==> config.mk <==
export PLATFORM = sky130hd
export DESIGN_NAME = sample_iterator_flat
export DESIGN_NICKNAME = d
export VERILOG_FILES = /design/src/rtl/sample_iterator_if.sv /design/src/rtl/sample_iterator.sv /design/src/flat_wrapper.sv
export SDC_FILE = /design/constraint.sdc
export NUM_CORES = 1
export LEC_CHECK = 0
export ABC_AREA = 1
export CAP_MARGIN = 15
export CORE_AREA = 2 2 302 304
export DETAILED_ROUTE_END_ITERATION = 8
export DIE_AREA = 0 0 304 306
export GPL_ROUTABILITY_DRIVEN = 0
export PLACE_DENSITY = 0.56
export SYNTH_ARGS = -nofsm -noshare
export SYNTH_HDL_FRONTEND = slang
export SYNTH_SLANG_ARGS = --single-unit
==> constraint.sdc <==
create_clock -name clk -period 10 [get_ports clk]
set_clock_uncertainty 0.2 [all_clocks]
set_input_delay 2 -clock clk [delete_from_list [all_inputs] [get_ports clk]]
set_output_delay 2 -clock clk [all_outputs]
set_load 0.01 [all_outputs]
==> src/rtl/sample_iterator_if.sv <==
// Bundle between the triangle setup stage (master) and the sample iterator (slave).
// Valid/ready rule: a triangle transfers on the rising edge where validTri_R13H=1 and halt_RnnnnL=1.
interface sample_iterator_if #(
  parameter int SIGFIG  = 24,
  parameter int VERTS   = 3,
  parameter int AXIS    = 3,
  parameter int COLORS  = 3,
  parameter int SAMPLES = 2
);
  logic signed [SIGFIG-1:0] tri_R13S [VERTS][AXIS];
  logic [SIGFIG-1:0]        color_R13U [COLORS];
  logic signed [SIGFIG-1:0] box_R13S [2][2];
  logic                     validTri_R13H;
  logic [3:0]               subSample_RnnnnU;
  logic                     halt_RnnnnL;
  logic signed [SIGFIG-1:0] tri_R14S [VERTS][AXIS];
  logic [SIGFIG-1:0]        color_R14U [COLORS];
  logic signed [SIGFIG-1:0] sample_R14S [SAMPLES][2];
  logic [SAMPLES-1:0]       validSamp_R14H;
  // FSM state for observation: 0 = WAIT, 1 = TEST
  logic                     state_dbg;

  modport master (
    output tri_R13S, color_R13U, box_R13S, validTri_R13H, subSample_RnnnnU,
    input  halt_RnnnnL, tri_R14S, color_R14U, sample_R14S, validSamp_R14H, state_dbg
  );

  modport slave (
    input  tri_R13S, color_R13U, box_R13S, validTri_R13H, subSample_RnnnnU,
    output halt_RnnnnL, tri_R14S, color_R14U, sample_R14S, validSamp_R14H, state_dbg
  );
endinterface

==> src/rtl/sample_iterator.sv <==
// Walks a triangle's bounding box in raster order at the subsample pitch,
// emitting SAMPLES horizontally adjacent sample positions per cycle.
module sample_iterator #(
  parameter int SIGFIG  = 24,
  parameter int RADIX   = 10,
  parameter int VERTS   = 3,
  parameter int AXIS    = 3,
  parameter int COLORS  = 3,
  parameter int SAMPLES = 2
) (
  input  logic         clk,
  input  logic         rst,
  sample_iterator_if.slave bus
);

  typedef enum logic {WAIT = 1'b0, TEST = 1'b1} state_t;

  localparam logic signed [SIGFIG-1:0] STEP1  = SIGFIG'(1 << RADIX);
  localparam logic signed [SIGFIG-1:0] STEP4  = SIGFIG'(1 << (RADIX - 1));
  localparam logic signed [SIGFIG-1:0] STEP16 = SIGFIG'(1 << (RADIX - 2));
  localparam logic signed [SIGFIG-1:0] STEP64 = SIGFIG'(1 << (RADIX - 3));

  state_t state, state_nxt;

  logic signed [SIGFIG-1:0] tri_q [VERTS][AXIS];
  logic [SIGFIG-1:0]        color_q [COLORS];
  logic signed [SIGFIG-1:0] llx_q, urx_q, ury_q, step_q;
  logic signed [SIGFIG-1:0] x0_q, y_q, x0_nxt, y_nxt;
  logic signed [SIGFIG-1:0] step_in;
  logic signed [SIGFIG-1:0] lane_x [SAMPLES];
  logic signed [SIGFIG-1:0] next_x0, next_y;
  logic                     box_ok, accept;

  assign box_ok = (bus.box_R13S[0][0] <= bus.box_R13S[1][0]) &&
                  (bus.box_R13S[0][1] <= bus.box_R13S[1][1]);
  assign accept = (state == WAIT) && bus.validTri_R13H && box_ok;

  always_comb begin
    step_in = STEP1;
    case (bus.subSample_RnnnnU)
      4'b1000: step_in = STEP1;
      4'b0100: step_in = STEP4;
      4'b0010: step_in = STEP16;
      4'b0001: step_in = STEP64;
      default: step_in = STEP1;
    endcase
  end

  // Lane positions are a running sum so no multiplier is needed; the group
  // advance is simply one more step past the last lane.
  always_comb begin
    lane_x[0] = x0_q;
    for (int i = 1; i < SAMPLES; i++) begin
      lane_x[i] = lane_x[i-1] + step_q;
    end
  end

  assign next_x0 = lane_x[SAMPLES-1] + step_q;
  assign next_y  = y_q + step_q;

  always_comb begin
    state_nxt = state;
    x0_nxt    = x0_q;
    y_nxt     = y_q;
    case (state)
      WAIT: begin
        if (accept) begin
          state_nxt = TEST;
          x0_nxt    = bus.box_R13S[0][0];
          y_nxt     = bus.box_R13S[0][1];
        end
      end
      TEST: begin
        if (next_x0 <= urx_q) begin
          x0_nxt = next_x0;
        end else if (next_y <= ury_q) begin
          x0_nxt = llx_q;
          y_nxt  = next_y;
        end else begin
          state_nxt = WAIT;
        end
      end
      default: state_nxt = WAIT;
    endcase
  end

  always_ff @(posedge clk or negedge rst) begin
    if (!rst) begin
      state  <= WAIT;
      x0_q   <= '0;
      y_q    <= '0;
      llx_q  <= '0;
      urx_q  <= '0;
      ury_q  <= '0;
      step_q <= '0;
      for (int v = 0; v < VERTS; v++)
        for (int a = 0; a < AXIS; a++)
          tri_q[v][a] <= '0;
      for (int c = 0; c < COLORS; c++)
        color_q[c] <= '0;
    end else begin
      state <= state_nxt;
      x0_q  <= x0_nxt;
      y_q   <= y_nxt;
      if (accept) begin
        llx_q  <= bus.box_R13S[0][0];
        urx_q  <= bus.box_R13S[1][0];
        ury_q  <= bus.box_R13S[1][1];
        step_q <= step_in;
        for (int v = 0; v < VERTS; v++)
          for (int a = 0; a < AXIS; a++)
            tri_q[v][a] <= bus.tri_R13S[v][a];
        for (int c = 0; c < COLORS; c++)
          color_q[c] <= bus.color_R13U[c];
      end
    end
  end

  // Positions hold their last value in WAIT; only the valids are forced low there.
  always_comb begin
    bus.halt_RnnnnL = (state == WAIT);
    bus.state_dbg   = (state == TEST);
    for (int v = 0; v < VERTS; v++)
      for (int a = 0; a < AXIS; a++)
        bus.tri_R14S[v][a] = tri_q[v][a];
    for (int c = 0; c < COLORS; c++)
      bus.color_R14U[c] = color_q[c];
    for (int i = 0; i < SAMPLES; i++) begin
      bus.sample_R14S[i][0] = lane_x[i];
      bus.sample_R14S[i][1] = y_q;
      bus.validSamp_R14H[i] = (state == TEST) && (lane_x[i] <= urx_q);
    end
  end

endmodule

==> src/flat_wrapper.sv <==
// flat-port wrapper written by rule: the top's interface ports become plain ports
module sample_iterator_flat 
#(
  parameter int SIGFIG  = 24,
  parameter int RADIX   = 10,
  parameter int VERTS   = 3,
  parameter int AXIS    = 3,
  parameter int COLORS  = 3,
  parameter int SAMPLES = 2
)
  (clk, rst, bus_tri_R13S, bus_color_R13U, bus_box_R13S, bus_validTri_R13H, bus_subSample_RnnnnU, bus_halt_RnnnnL, bus_tri_R14S, bus_color_R14U, bus_sample_R14S, bus_validSamp_R14H, bus_state_dbg);
  sample_iterator_if #(.SIGFIG(SIGFIG), .VERTS(VERTS), .AXIS(AXIS), .COLORS(COLORS), .SAMPLES(SAMPLES)) bus_i ();
  input  logic clk;
  input  logic rst;
  input wire logic [$bits(bus_i.tri_R13S)-1:0] bus_tri_R13S;
  input wire logic [$bits(bus_i.color_R13U)-1:0] bus_color_R13U;
  input wire logic [$bits(bus_i.box_R13S)-1:0] bus_box_R13S;
  input wire logic [$bits(bus_i.validTri_R13H)-1:0] bus_validTri_R13H;
  input wire logic [$bits(bus_i.subSample_RnnnnU)-1:0] bus_subSample_RnnnnU;
  output wire logic [$bits(bus_i.halt_RnnnnL)-1:0] bus_halt_RnnnnL;
  output wire logic [$bits(bus_i.tri_R14S)-1:0] bus_tri_R14S;
  output wire logic [$bits(bus_i.color_R14U)-1:0] bus_color_R14U;
  output wire logic [$bits(bus_i.sample_R14S)-1:0] bus_sample_R14S;
  output wire logic [$bits(bus_i.validSamp_R14H)-1:0] bus_validSamp_R14H;
  output wire logic [$bits(bus_i.state_dbg)-1:0] bus_state_dbg;
  assign bus_i.tri_R13S = {>>{bus_tri_R13S}};
  assign bus_i.color_R13U = {>>{bus_color_R13U}};
  assign bus_i.box_R13S = {>>{bus_box_R13S}};
  assign bus_i.validTri_R13H = bus_validTri_R13H;
  assign bus_i.subSample_RnnnnU = bus_subSample_RnnnnU;
  assign bus_halt_RnnnnL = bus_i.halt_RnnnnL;
  assign bus_tri_R14S = {>>{bus_i.tri_R14S}};
  assign bus_color_R14U = {>>{bus_i.color_R14U}};
  assign bus_sample_R14S = {>>{bus_i.sample_R14S}};
  assign bus_validSamp_R14H = bus_i.validSamp_R14H;
  assign bus_state_dbg = bus_i.state_dbg;
  sample_iterator #(.SIGFIG(SIGFIG), .RADIX(RADIX), .VERTS(VERTS), .AXIS(AXIS), .COLORS(COLORS), .SAMPLES(SAMPLES)) u_core (.clk(clk), .rst(rst), .bus(bus_i));
endmodule
======== Yosys cells after proc, flatten, opt, wreduce, memory -nomap -nowiden ========
Index checks and enable logic that the tools add are counted.
storage, ports and cells
  flip-flop bits (word level) ............. 433
  input bits .............................. 391
  output and inout port bits .............. 388
  word-level logic and storage cells ...... 56
operators by class
  add/subtract/negate cells ............... 3
  magnitude comparators ................... 6
  eq/ne operators ......................... 7
  muxes and demuxes ....................... 13
  bitwise logic cells ..................... 1
  reductions and logical operators ........ 7
operator list
  kind                count
  $le 24x24->1        6
  $mux 24             6
  $pmux 24 s2         2
  $add 24x24->24      3
  $pmux 11 s3         1
  $logic_and 1x1->1   5
  $eq 4x1->1 const B  1
  $eq 4x2->1 const B  1
  $eq 4x3->1 const B  1
  $ne 2x2->1 const B  2
  $mux 1              3
  $ne 3x3->1 const B  1
  $reduce_and 3->1    1
  $ne 2x1->1 const B  1
  $pmux 1 s2          1
  $reduce_and 2->1    1
  $not 1->1           1

======== Longest topological paths before layout ========
Gate-level depths: netlist (run 1).
  depth in word-level cells ............... 5
  depth in mapped cells ................... 32
  gate-level depth less buffers ........... 30

======== Least setup slack after synthesis (run 1) ========
OpenSTA, ideal clock, no wires.
  path type ............................... register -> output
  start ................................... register u_core.x0_q[7]
  end ..................................... output bus_validSamp_R14H[1]
  data arrival time ....................... 3.002 ns
  required time ........................... 7.800 ns
  path slack .............................. 4.798 ns
  cell stages (with the launch flop) ...... 19
  path buffers ............................ 0
  path through ............................ dfrtp_1 ha_1 inv_1 fa_1 inv_1 nand3_1 nand2_2 nand2_1 inv_1 nand3_1 nand2_1 inv_1 ha_1 nand2_1 nor4_1 nand3_1 nand3_1 a21oi_1 nor2_1
between the ends
  cells in the longest elaborated chain, start to end .. 3
RTL lines
  what                           RTL line                RTL
  start, declared                sample_iterator.sv:28   logic signed [SIGFIG-1:0] x0_q, y_q, x0_nxt, y_nxt;
  start signal, assigned         sample_iterator.sv:103  x0_q <= x0_nxt;
  $add 24x24->24                 sample_iterator.sv:54   lane_x[i] = lane_x[i-1] + step_q;
  named net bus_sample_R14S[47]  flat_wrapper.sv:23      output wire logic [$bits(bus_i.sample_R14S)-1:0] bus_sample_R14S;
  $le 24x24->1                   sample_iterator.sv:131  bus.validSamp_R14H[i] = (state == TEST) && (lane_x[i] <= urx_q);
  $logic_and 1x1->1              sample_iterator.sv:131
  end, declared                  flat_wrapper.sv:24      output wire logic [$bits(bus_i.validSamp_R14H)-1:0] bus_validSamp_R14H;
The timed path passes the listed nets, and every way through them passes these cells.

======== Worst setup path after layout (run 1) ========
  start ................................... register u_core.step_q[7]
  end ..................................... output bus_validSamp_R14H[1]
between the ends
  cells in the longest elaborated chain, start to end .. 3
RTL lines
  what                    RTL line                RTL
  start, declared         sample_iterator.sv:27   logic signed [SIGFIG-1:0] llx_q, urx_q, ury_q, step_q;
  start signal, assigned  sample_iterator.sv:109  step_q <= step_in;
  $add 24x24->24          sample_iterator.sv:54
  $le 24x24->1            sample_iterator.sv:131
  $logic_and 1x1->1       sample_iterator.sv:131
Every way passes these cells.

==> results of run 1 <==
kinds of logic after synthesis:
kind of cell,count (synthesis),share of synthesized area
xor+xnor,15,0.006134
compound gates,203,0.05083
simple gates,1600,0.2937
flops,413,0.4826
fa+ha+maj,144,0.08483
buf+inv,390,0.08191
critical path, delay by kind of cell (launching register included):
family                   cells  cell delay, ps
buffers and inverters        5             910
adder cells (fa/ha/maj)      3            1050
flip-flops                   1             470
AO/OA/AOI/OAI                1              70
AND/OR/NAND/NOR             10            1520
flip-flops by register name (all words and copies together) (netlist names):
signal / count
u_core.bus.color_R14U: 72
u_core.bus.tri_R14S: 216
u_core.llx_q: 24
u_core.urx_q: 24
u_core.x0_q: 24
u_core.ury_q: 24
u_core.y_q: 24
u_core.step_q: 4
u_core.bus.state_dbg: 1
where the power goes:
group	switching [mW]	total [mW]	internal, mW
combinational	2.98	5.47	2.49
clock	0.811	1.89	1.08
sequential	0.739	3.24	2.50
area by class of cell:
cell class	count	area [um2]
fill	9328	57840
sequential	413	10340
multi-input combinational	1962	9339
timing repair buffer	789	7950
clock buffer	82	1524
tap	1176	1471
inverter	257	964.7
clock inverter	12	160.2
antenna	5	12.51
path summary, 6_finish.rpt:
check | startpoint | end | slack, ps
worst max-delay path | u_core.step_q[7]$_DFFE_PN0P_ | bus_validSamp_R14H[1] | 3190
worst min-delay path | u_core.bus.tri_R14S[13]$_DFFE_PN0P_ | u_core.bus.tri_R14S[13]$_DFFE_PN0P_ | 270
worst max register to register | u_core.step_q[7]$_DFFE_PN0P_ | u_core.x0_q[23]$_DFFE_PN0P_ | 4040
worst min register to register | u_core.bus.tri_R14S[13]$_DFFE_PN0P_ | u_core.bus.tri_R14S[13]$_DFFE_PN0P_ | 270
max in group asynchronous | rst | u_core.bus.tri_R14S[44]$_DFFE_PN0P_ | 6360
min in group asynchronous | rst | u_core.bus.tri_R14S[96]$_DFFE_PN0P_ | 1160
routing by layer:
| layer | up-vias | global-route usage |
|---|---|---|
| li1 | 9965 | - |
| met1 | 9539 | 0.2470 |
| met2 | 781 | 0.3570 |
| met3 | 164 | 0.06145 |
| met4 | 40 | 0.04709 |
| met5 | - | 0 |
cell usage after synthesis:
library cell  number  area [um2]
a21o_1             9       67.56
a21oi_1           64       320.3
and3_1             2       12.51
buf_1              3       11.26
buf_2             55       275.3
buf_4             55       412.9
buf_6              2       22.52
clkbuf_1          18       67.56
dfrtp_1          413       10330
fa_1               2       40.04
ha_1             142        1777
inv_1            256       960.9
inv_2              1       3.750
nand2_1         1370        5142
nand2_2            3       18.77
nand3_1           73       365.4
nand3_2            3       30.03
nand3_4            1       17.52
nand3b_1           6       45.04
nand4_1           27       168.9
nor2_1            97       364.1
nor2_2             1       6.260
nor2_4             2       22.52
nor2_8             1       20.02
nor3_1             9       45.04
nor4_1             3       18.77
o211ai_1           4       30.03
o21a_1             7       52.55
o21ai_0          102       510.5
o21ai_1            5       25.02
o21bai_1           2       15.01
o221ai_1           2       17.52
o22ai_1            8       50.05
or2_2              2       12.51
xnor2_1            4       35.03
xor2_1            11       96.34
stage by stage:
| step | area, um2 | power (mW) | cells | utilization |
|---|---|---|---|---|
| floorplan | 21420 | 5.779 | 2765 | - |
| global placement | 30060 | 8.708 | 4597 | 0.3355 |
| detailed placement | 30060 | 8.750 | 4597 | 0.3355 |
| CTS | 31750 | 10.71 | 4691 | 0.3543 |
| global route | 31750 | 11.40 | 4692 | 0.3543 |
| finish | 31760 | 10.60 | 4696 | 0.3544 |
==> impl_metrics.env, run 1 <==
export IMPL_status="finished clean"
export IMPL_path_cells="ha_1, inv_1, fa_1, inv_1, nand3_1, nand2_2, nand2_1, inv_1, nand3_1, nand2_1, inv_1, ha_1, nand2_1, nor4_1, nand3_1, nand3_1, a21oi_1, nor2_1, clkdlybuf4s50_1"
export IMPL_max_freq_mhz=146.9
export IMPL_cts_hold_buf=0
export IMPL_end_kind="output pin"
export IMPL_rsz0062_at_grt="false"
export IMPL_antenna_found_initial=30
export IMPL_maxCapViolations=0
export IMPL_yosysSeqAreaShare=0.4826
export IMPL_setup_tns_ps=0
export IMPL_insertion_delay_ps=600
export IMPL_grt_pass1_wl_um=140800
export IMPL_root_buffer="clkbuf_16"
export IMPL_crit_slowest_cell="clkdlybuf4s50_1"
export IMPL_routed_wl_met2_um=48380
export IMPL_grt_pass1_vias=20170
export IMPL_hpwl_um=77000
export IMPL_clock_path_buffers=3
export IMPL_reg2reg_depth=27
export IMPL_yosysUniqueCellTypes=36
export IMPL_slowest_delay_ps=550
export IMPL_synth_area_um2=21420
export IMPL_vias=20490
export IMPL_route_met3_wl_um=8100
export IMPL_viasPerCell=4.363
export IMPL_arrival_ps=4610
export IMPL_hold_slack_ps=274.6
export IMPL_track_usage=0.2048
export IMPL_worst_pin_slew_ps=1204
export IMPL_cts_tree="built"
export IMPL_p_per_area_nw_per_um2=333.8
export IMPL_leakage_nw=15.94
export IMPL_routedWlPerCell_um=20.91
export IMPL_grt_max_degree=219
export IMPL_drive_gt1_frac=0.02930
export IMPL_setup_viol=0
export IMPL_syn_nets=3300
export IMPL_final_common_cell="nand2_1"
export IMPL_dp_slack_ps=3811
export IMPL_coreArea_um2=89600
export IMPL_required_ps=7800
export IMPL_drt_initial_drc_count=1538
export IMPL_start_util=0.2390
export IMPL_critPathKind="flip-flop to output pin"
export IMPL_htree_levels=2
export IMPL_fin_ws_ps=3193
export IMPL_die_h_um=306
export IMPL_highest_layer="met5"
export IMPL_cp_max_fo=10
export IMPL_numCtsBuffers=52
export IMPL_peakVddDrop_mv=0.1594
export IMPL_final_cell_mix="nand2_1, clkdlybuf4s50_1, dfrtp_1"
export IMPL_slew_viol_final=0
export IMPL_fin_crit_sh=0.6807
export IMPL_io_pin_count=779
export IMPL_hold_depth=2
export IMPL_drc=0
export IMPL_postSynthAreaPerCell_um2=7.745
export IMPL_netlist_instances=2765
export IMPL_num_rows=110
export IMPL_overflow=0
export IMPL_ant_nets=0
export IMPL_final_nets=4010
export IMPL_synthToLayoutAreaGrowth_pct=48.29
export IMPL_dieArea_um2=93020
export IMPL_postCtsSetupRepairBufs=0
export IMPL_hold_path_class="flip-flop to flip-flop"
export IMPL_min_period_ps=6807
export IMPL_yosys_warnings=0
export IMPL_dr_pass1_iters=8
export IMPL_wl_met1_um=39040
export IMPL_clk_pin_slew_ps=60
export IMPL_routed_wl_um=98180
export IMPL_clock_sinks=413
export IMPL_hold_viol_final=0
export IMPL_relSlewSlack=0.1973
export IMPL_portBuffers=778
export IMPL_cts_resized=0
export IMPL_synth_seq_cells=413
export IMPL_dieWidth_um=304
export IMPL_start_kind="flip-flop"
No activity file was read; power rests on OpenSTA's default activity.
==> inputs of run 2 (changes only) <==
Clock period 10 ns to 6.7 ns, I/O delays scaled along.
==> run 2 against run 1 <==
Net effect:
- die area unchanged
- utilization increased by 0.15 points
- register-to-register slack got worse by 2800 ps
- clock power increased by 53%
- cell count about the same
- total power increased by 50%
- design area increased by 0.44%
- worst setup slack got worse by 2600 ps
- sequential cell count unchanged
- via count decreased by 1.5%
==> impl_metrics.env, run 2 (synthesized netlist as in run 1, its figures left out) <==
export IMPL_status="finished clean"
export IMPL_hold_slack_ps=275.4
export IMPL_rsz0062_at_grt="false"
export IMPL_setup_tns_ps=0
export IMPL_dieWidth_um=304
export IMPL_maxCapViolations=0
export IMPL_num_rows=110
export IMPL_start_kind="flip-flop"
export IMPL_r2r_slack_ps=1230
export IMPL_finalInstanceArea_um2=31900
export IMPL_fin_ws_ps=623.9
export IMPL_coreArea_um2=89600
export IMPL_relSlewSlack=0.3171
export IMPL_drc=0
export IMPL_worst_pin_slew_ps=1024
export IMPL_dp_slack_ps=1252
export IMPL_viasPerCell=4.296
export IMPL_r2r_end="u_core.y_q[20]$_DFFE_PN0P_"
export IMPL_clock_path_buffers=3
export IMPL_clk_pin_slew_ps=60
export IMPL_grt_pass1_wl_um=138800
export IMPL_leakage_nw=16.02
export IMPL_dr_pass1_iters=5
export IMPL_min_from="u_core.bus.tri_R14S[36]$_DFFE_PN0P_"
export IMPL_clock_sinks=413
export IMPL_cts_hold_buf=0
export IMPL_setup_viol=0
export IMPL_max_freq_mhz=164.6
export IMPL_placed_cell_area_um2=30140
export IMPL_ant_nets=0
export IMPL_insertion_delay_ps=610
export IMPL_synthToLayoutAreaGrowth_pct=48.94
export IMPL_hpwl_um=77120
export IMPL_routedWlPerCell_um=20.66
export IMPL_p_per_area_nw_per_um2=497.6
export IMPL_arrival_ps=4540
export IMPL_numCtsBuffers=51
export IMPL_fin_crit_sh=0.9069
export IMPL_largest_register_ffs=216
export IMPL_root_buffer="clkbuf_16"
export IMPL_drive_gt1_frac=0.03326
export IMPL_htree_levels=2
export IMPL_reg2reg_depth=29
export IMPL_routed_wl_um=97070
export IMPL_peakVddDrop_mv=0.2459
export IMPL_final_nets=4015
export IMPL_track_usage=0.2026
export IMPL_hold_viol_final=0
export IMPL_grt_max_degree=164
export IMPL_end_kind="output pin"
export IMPL_critPathKind="flip-flop to output pin"
export IMPL_io_pin_count=779
export IMPL_vias=20180
export IMPL_portBuffers=778
export IMPL_fillers=9417
export IMPL_r2r_start="u_core.step_q[7]$_DFFE_PN0P_"
export IMPL_grt_pass1_vias=20000
export IMPL_required_ps=5160
export IMPL_die_h_um=306
export IMPL_slew_viol_final=0
export IMPL_hold_path_class="flip-flop to flip-flop"
export IMPL_hold_depth=2
export IMPL_min_to="u_core.bus.tri_R14S[36]$_DFFE_PN0P_"
export IMPL_overflow=0
export IMPL_dieArea_um2=93020
export IMPL_drt_initial_drc_count=1483
export IMPL_cts_resized=0
export IMPL_min_period_ps=6076
export IMPL_cp_max_fo=10
export IMPL_final_common_cell="nand2_1"
export IMPL_final_cell_mix="nand2_1, clkdlybuf4s50_1, dfrtp_1"
export IMPL_postCtsSetupRepairBufs=0
export IMPL_cts_tree="built"
export IMPL_antenna_found_initial=25
export IMPL_start_util=0.2390
## run 2: cell count changes in the layout (fill, tap and decap cells not counted)
cell and change:
clkinv_2 +4, nand3_1 +1, buf_12 +3, diode_2 -1, clkbuf_8 +4, buf_4 +3, nand3_2 -1, clkinvlp_4 +1
clkbuf_1 -12, clkbuf_16 -1, bufinv_16 +2, inv_6 -1
## run 2: routing by layer
metal	wire length [um]	GRT usage	vias to the layer above	share of wire
met2	47410	0.3473	667	0.49
li1	-	-	9958	-
met1	38610	0.2427	9382	0.40
met3	8037	0.06076	141	0.083
met4	2801	0.06364	34	0.029
met5	216	0	-	0.0022
## run 2: worst max-delay path, cell delays in order (launching register included)
cell             delay [ps]
dfrtp_1                 480
ha_1                    270
inv_1                    70
fa_1                    400
inv_1                    90
nand3_1                 110
nand2_2                 200
nand2_1                  90
inv_1                    80
nand3_1                  60
nand2_1                 100
inv_1                    90
ha_1                    360
nand2_1                  90
nor4_1                  410
nand3_1                 150
nand2_1                 110
nand2_1                  50
a21oi_1                 140
nor2_1                   80
clkdlybuf4s50_1         530
## run 2: report_power, final
group / total [mW] / switching, mW / internal [mW]
logic: 8.18 / 4.44 / 3.74
clock network: 2.89 / 1.21 / 1.69
registers: 4.80 / 1.06 / 3.74
## run 2: area by class of cell
| type | instances | area (um2) | share of cell area |
|---|---|---|---|
| Sequential cell | 413 | 10340 | 0.3241 |
| Multi-Input combinational cell | 1962 | 9334 | 0.2926 |
| Clock inverter | 18 | 239.0 | 0.007492 |
| Tap cell | 1176 | 1471 | 0.04613 |
| Antenna cell | 4 | 10.01 | 0.0003138 |
| Inverter | 257 | 964.7 | 0.03024 |
| Timing Repair Buffer | 795 | 8033 | 0.2518 |
| Clock buffer | 73 | 1509 | 0.04731 |
## run 2: per-stage QoR
step | utilization | total power, mW | std cells
6_report | 0.3560 | 15.87 | 4698
5_1_grt | 0.3560 | 17.07 | 4697
4_1_cts | 0.3559 | 16.06 | 4694
3_5_place_dp | 0.3364 | 13.05 | 4603
3_3_place_gp | 0.3364 | 12.98 | 4603
2_1_floorplan | - | 8.625 | 2765
## run 2: worst max path at each step
stage | from | end | slack, ps | depth (start not counted)
floorplan | u_core.x0_q[7]$_DFFE_PN0P_ | bus_validSamp_R14H[1] | 2160 | 18
global placement | u_core.step_q[7]$_DFFE_PN0P_ | bus_validSamp_R14H[1] | 1250 | 20
detailed placement | u_core.step_q[7]$_DFFE_PN0P_ | bus_validSamp_R14H[1] | 1250 | 20
CTS | u_core.step_q[7]$_DFFE_PN0P_ | bus_validSamp_R14H[1] | 600 | 20
global route | u_core.step_q[7]$_DFFE_PN0P_ | bus_validSamp_R14H[1] | 110 | 20
finish | u_core.step_q[7]$_DFFE_PN0P_ | bus_validSamp_R14H[1] | 620 | 20
